### config.mk
export PLATFORM = sky130hd
export DESIGN_NAME = program_mem_responder
export DESIGN_NICKNAME = d
export VERILOG_FILES = /design/src/rtl/program_mem_responder.sv
export SDC_FILE = /design/constraint.sdc
export NUM_CORES = 1
export LEC_CHECK = 0
export CAP_MARGIN = 10
export CORE_MARGIN = 2
export CORE_UTILIZATION = 45
export DETAILED_ROUTE_END_ITERATION = 10
export DONT_BUFFER_PORTS = 1
export PLACE_DENSITY = 0.61
export SLEW_MARGIN = 20
export SYNTH_ARGS = -nofsm -noshare
export SYNTH_HDL_FRONTEND = slang
export SYNTH_SLANG_ARGS = --single-unit
### constraint.sdc
create_clock -name clk -period 2.2 [get_ports clk]
set_input_delay 0 -clock clk [delete_from_list [all_inputs] [get_ports clk]]
set_output_delay 0 -clock clk [all_outputs]
set_load 0.1 [all_outputs]
### src/rtl/program_mem_responder.sv
// rtl/program_mem_responder.sv - round-robin program-memory read responder for per-core fetchers
module program_mem_responder #(
  parameter int ADDR_BITS     = 8,
  parameter int DATA_BITS     = 16,
  parameter int NUM_CONSUMERS = 4
) (
  input  logic                               clk,
  input  logic                               reset,
  input  logic [NUM_CONSUMERS-1:0]           consumer_read_valid,
  input  logic [NUM_CONSUMERS*ADDR_BITS-1:0] consumer_read_address,
  output logic [NUM_CONSUMERS-1:0]           consumer_read_ready,
  output logic [NUM_CONSUMERS*DATA_BITS-1:0] consumer_read_data,
  output logic                               mem_read_valid,
  output logic [ADDR_BITS-1:0]               mem_read_address,
  input  logic                               mem_read_ready,
  input  logic [DATA_BITS-1:0]               mem_read_data
);

  localparam int PTR_W = (NUM_CONSUMERS > 1) ? $clog2(NUM_CONSUMERS) : 1;

  typedef enum logic [1:0] {
    IDLE     = 2'd0,
    MEM_WAIT = 2'd1,
    RELAY    = 2'd2
  } state_t;

  state_t                 state_q;
  logic [PTR_W-1:0]       g_q;
  logic [PTR_W-1:0]       p_q;
  logic                   mem_valid_q;
  logic [ADDR_BITS-1:0]   mem_addr_q;
  logic [NUM_CONSUMERS-1:0] ready_q;
  logic [DATA_BITS-1:0]   data_q [NUM_CONSUMERS];

  logic [ADDR_BITS-1:0]   addr_arr [NUM_CONSUMERS];
  logic                   any_req_d;
  logic [PTR_W-1:0]       grant_d;
  logic [PTR_W-1:0]       cand_d;
  logic [PTR_W-1:0]       p_next_d;

  // Unpack the address bus and pack the per-consumer data registers.
  for (genvar i = 0; i < NUM_CONSUMERS; i++) begin : g_slices
    assign addr_arr[i] = consumer_read_address[i*ADDR_BITS +: ADDR_BITS];
    assign consumer_read_data[i*DATA_BITS +: DATA_BITS] = data_q[i];
  end

  // Rotating-priority search: first requester at or above p, wrapping around.
  always_comb begin
    any_req_d = 1'b0;
    grant_d   = p_q;
    cand_d    = p_q;
    for (int k = 0; k < NUM_CONSUMERS; k++) begin
      cand_d = PTR_W'((int'(p_q) + k) % NUM_CONSUMERS);
      if (!any_req_d && consumer_read_valid[cand_d]) begin
        any_req_d = 1'b1;
        grant_d   = cand_d;
      end
    end
  end

  // Pointer moves just past the consumer that was served last.
  always_comb begin
    p_next_d = (g_q == PTR_W'(NUM_CONSUMERS - 1)) ? '0 : g_q + 1'b1;
  end

  // Request/response FSM; every output is a register updated here.
  always_ff @(posedge clk or negedge reset) begin
    if (!reset) begin
      state_q     <= IDLE;
      g_q         <= '0;
      p_q         <= '0;
      mem_valid_q <= 1'b0;
      mem_addr_q  <= '0;
      ready_q     <= '0;
      for (int i = 0; i < NUM_CONSUMERS; i++) begin
        data_q[i] <= '0;
      end
    end else begin
      case (state_q)
        IDLE: begin
          if (any_req_d) begin
            g_q         <= grant_d;
            mem_valid_q <= 1'b1;
            mem_addr_q  <= addr_arr[grant_d];
            state_q     <= MEM_WAIT;
          end
        end
        MEM_WAIT: begin
          // The read completes even if the fetcher gave up meanwhile.
          if (mem_read_ready) begin
            data_q[g_q]  <= mem_read_data;
            ready_q[g_q] <= 1'b1;
            mem_valid_q  <= 1'b0;
            state_q      <= RELAY;
          end
        end
        RELAY: begin
          if (!consumer_read_valid[g_q]) begin
            ready_q <= '0;
            p_q     <= p_next_d;
            state_q <= IDLE;
          end
        end
        default: begin
          state_q <= IDLE;
        end
      endcase
    end
  end

  assign consumer_read_ready = ready_q;
  assign mem_read_valid      = mem_valid_q;
  assign mem_read_address    = mem_addr_q;

endmodule

==> run_results.csv <==
group,metric,value,unit
status,status,"completed",
synthesis,synth-seq-cells,83,
clock_tree,ctsLongestPathBuffers,2,
synthesis,synth-async-reset-ratio,100,%
synthesis,syn-instance-count,250,
clock_tree,clock_tree_sinks,83,
clock_tree,post_cts_setup_buffers,0,
synthesis,synth_edf_count,0,
cells_and_area,diodes,0,
timing,post-route-min-period,1920,ps
route,detail_route.wirelength,8790,µm
floorplanning,die_w,92.9,µm
worst_setup_path,worstPathMaxFanout,14,
floorplanning,dieHeight,92.9,µm
clock_tree,clockRootBuffer,"clkbuf_8",
synthesis,synth_top_family_by_area,"multiplexers",
timing,period_share,87.3,%
cells_and_area,area_delta_synth_final,40.1,%
synthesis,yosys-top-cells-area,"dfrtp_1, mux2_2, mux2i_1, nor4b_1, a211oi_1",
synthesis,synthXorXnorAreaFrac,0,%
floorplanning,die_area,8630,µm²
route,detail-route-antenna-nets,0,
hold_path,min-delay-path-class,"input port to flop",
synthesis,yosysUniqueCellTypes,34,
clock_tree,tritoncts_clock_tree,"done",
route,vias_per_cell,5.15,
synthesis,avgSynthCellArea,14.2,µm²
timing,timing.final.setup_violations,0,
synthesis,post_synth_and_or_nand_nor_area_fraction,6.90,%
floorplanning,placement_rows,32,
global_routing,groute.usage.overall,21.4,%
synthesis,synth.cell_area,3560,µm²
floorplanning,placeableCoreArea,7690,µm²
synthesis,fraction_of_synthesized_cell_area_taken_by_the_top_area_cell_type,58.4,%
floorplanning,num_io_pins,132,
synthesis,synth_largest_area_cell,"dfrtp_1",
floorplanning,initial_utilization,46.3,%
timing,final-max-slew-violation-count,0,
worst_setup_path,worstPathRequired,2420,ps
cells_and_area,drive_gt1_share,46.5,%
run,maxCapViolations,0,
synthesis,synth_nets,309,
timing,tns,0,ps
route,detail_route.drc_violations,0,
route,route.vias.total,2529,
timing,fmax,521,MHz
clock_tree,numCtsBuffers,9,
worst_setup_path,cp_data_arrival_time,2140,ps
timing,final-hold-violation-count,0,
route,drt-initial-drc-count,111,
synthesis,share_of_the_synthesized_area_in_compound_gates_ao_oa_aoi_oai,7.21,%
timing,max_slew.worst_pin.slew,574,ps
global_routing,grt_max_degree,84,
clock_tree,clkLatencyLatePin,350,ps
route,post_drt_wl_per_cell,17.9,µm
clock_tree,clk_transition_reported_paths,90,ps
cells_and_area,final.fill_count,614,
timing,grt_setup_unrepaired,"no",
timing,skew,10.3,ps
worst_setup_path,end_kind,"flop",
global_routing,first_global_vias,2723,
worst_setup_path,criticalPathCategory,"flop to flop",
global_routing,wire_length_of_the_first_global_routing_pass,14100,µm
placed_design,gpl.final_weighted_congestion,0.799,
global_routing,grt_remaining_overflow,0,
timing,slew_headroom,61.2,%
placed_design,post-dp-hpwl,5630,µm
worst_setup_path,worstSetupStartpointType,"flop",
route,firstDrtPassIters,4,
global_routing,antenna_found_initial,0,
synthesis,seq_area_frac_synth,58.4,%
synthesis,synth_mux_area_share,23.8,%
clock_tree,htreeDepth,3,
placed_design,number_of_port_buffers,0,
synthesis,post_synth_fa_ha_maj_area_fraction,1.41,%
synthesis,yosysWarningCount,0,
synthesis,postSynth.topFlopCell,"dfrtp_1",
cells_and_area,final_net_count,443,
[flip-flops by register name, indices dropped and copies added, names as in the netlist]
signal / cells
consumer_read_ready: 4
consumer_read_data: 64
state_q: 2
p_q: 2
g_q: 2
mem_read_address: 8
mem_read_valid: 1
[per-layer routing]
layer / vias up / GRT usage, % / wire [µm]
li1: 1189 / - / -
met5: - / 0 / 0
met2: 89 / 35.2 / 4420
met3: 21 / 6.51 / 566
met1: 1230 / 25.8 / 3580
met4: 0 / 9.68 / 225
[placed cells by master (no fill, tap or decap), types with 2 or more instances in the layout]
| master | n |
|---|---|
| a2111oi_0 | 3 |
| a2111oi_1 | 4 |
| a211oi_1 | 9 |
| a21oi_1 | 4 |
| a21oi_2 | 2 |
| and2_1 | 2 |
| buf_4 | 90 |
| bufinv_16 | 2 |
| clkbuf_8 | 10 |
| dfrtp_1 | 83 |
| dlygate4sd3_1 | 42 |
| ha_1 | 4 |
| inv_1 | 4 |
| inv_6 | 3 |
| mux2_2 | 66 |
| mux2i_1 | 8 |
| nand2_1 | 6 |
| nor2_1 | 14 |
| nor2b_1 | 3 |
| nor3_1 | 2 |
| nor4b_1 | 8 |
| o21ai_0 | 3 |
[final timing paths]
kind                                          start                endpoint  slack, ps  cells after the start
setup / recovery                             p_q[1]     mem_read_address[4]        280                      5
hold / removal             consumer_read_address[0]     mem_read_address[0]         10                      2
setup reg to reg                             p_q[1]     mem_read_address[4]        280                      5
hold reg to reg              consumer_read_ready[0]  consumer_read_ready[0]        510                      2
max in group asynchronous                     reset  consumer_read_data[19]       1680                      2
min in group asynchronous                     reset  consumer_read_data[39]        200                      2
[critical path, stage by stage, from the launching register on]
cell       delay [ps]
dfrtp_1           450
or2b_1            140
a21oi_2            60
or3_4             490
a2111oi_1         510
a211oi_1          130
[per-stage QoR]
stage	instances	setup slack, ps	utilization, %	area, µm²	hold WS, ps
2_1_floorplan	250	353	-	3560	-296
3_3_place_gp	432	259	55.8	4290	-294
3_5_place_dp	432	63.9	55.8	4290	-294
4_1_cts	491	57.5	64.7	4970	3.36
5_1_grt	491	181	64.8	4980	16.3
6_report	491	279	64.8	4980	14.8
[repair_timing]
item	CTS	global route
hold buffers	43	0
setup endpoints to repair	0	6
gates resized for setup	0	5
endpoints found under the hold margin	156	0
[cell usage after synthesis (all sizes together) (2+ instances only)]
master,n
a2111oi,8
a211oi,9
a21oi,6
and2,2
buf,5
clkbuf,5
dfrtp,83
ha,4
inv,4
mux2,66
mux2i,8
nand2,6
nor2,14
nor2b,3
nor3,2
nor3b,2
nor4b,8
o21ai,3
or3,2
[cell type report]
class | count | area, µm² | area share [%]
clock buffers | 10 | 138 | 2.76
clock inverters | 6 | 95.1 | 1.91
inverters | 4 | 15.0 | 0.301
multi-input cells | 153 | 1410 | 28.2
flip-flops and latches | 83 | 2080 | 41.7
well taps | 102 | 128 | 2.56
repair buffers | 133 | 1120 | 22.5
[kinds of logic after synthesis]
family,Yosys count
buf+inv,14
compound gates,31
simple gates,43
fa+ha+maj,4
flops,83
mux,75
Power is left out: the tool's default activity adds up to more than one toggle a clock period on the data nets, which glitch-free logic cannot reach.
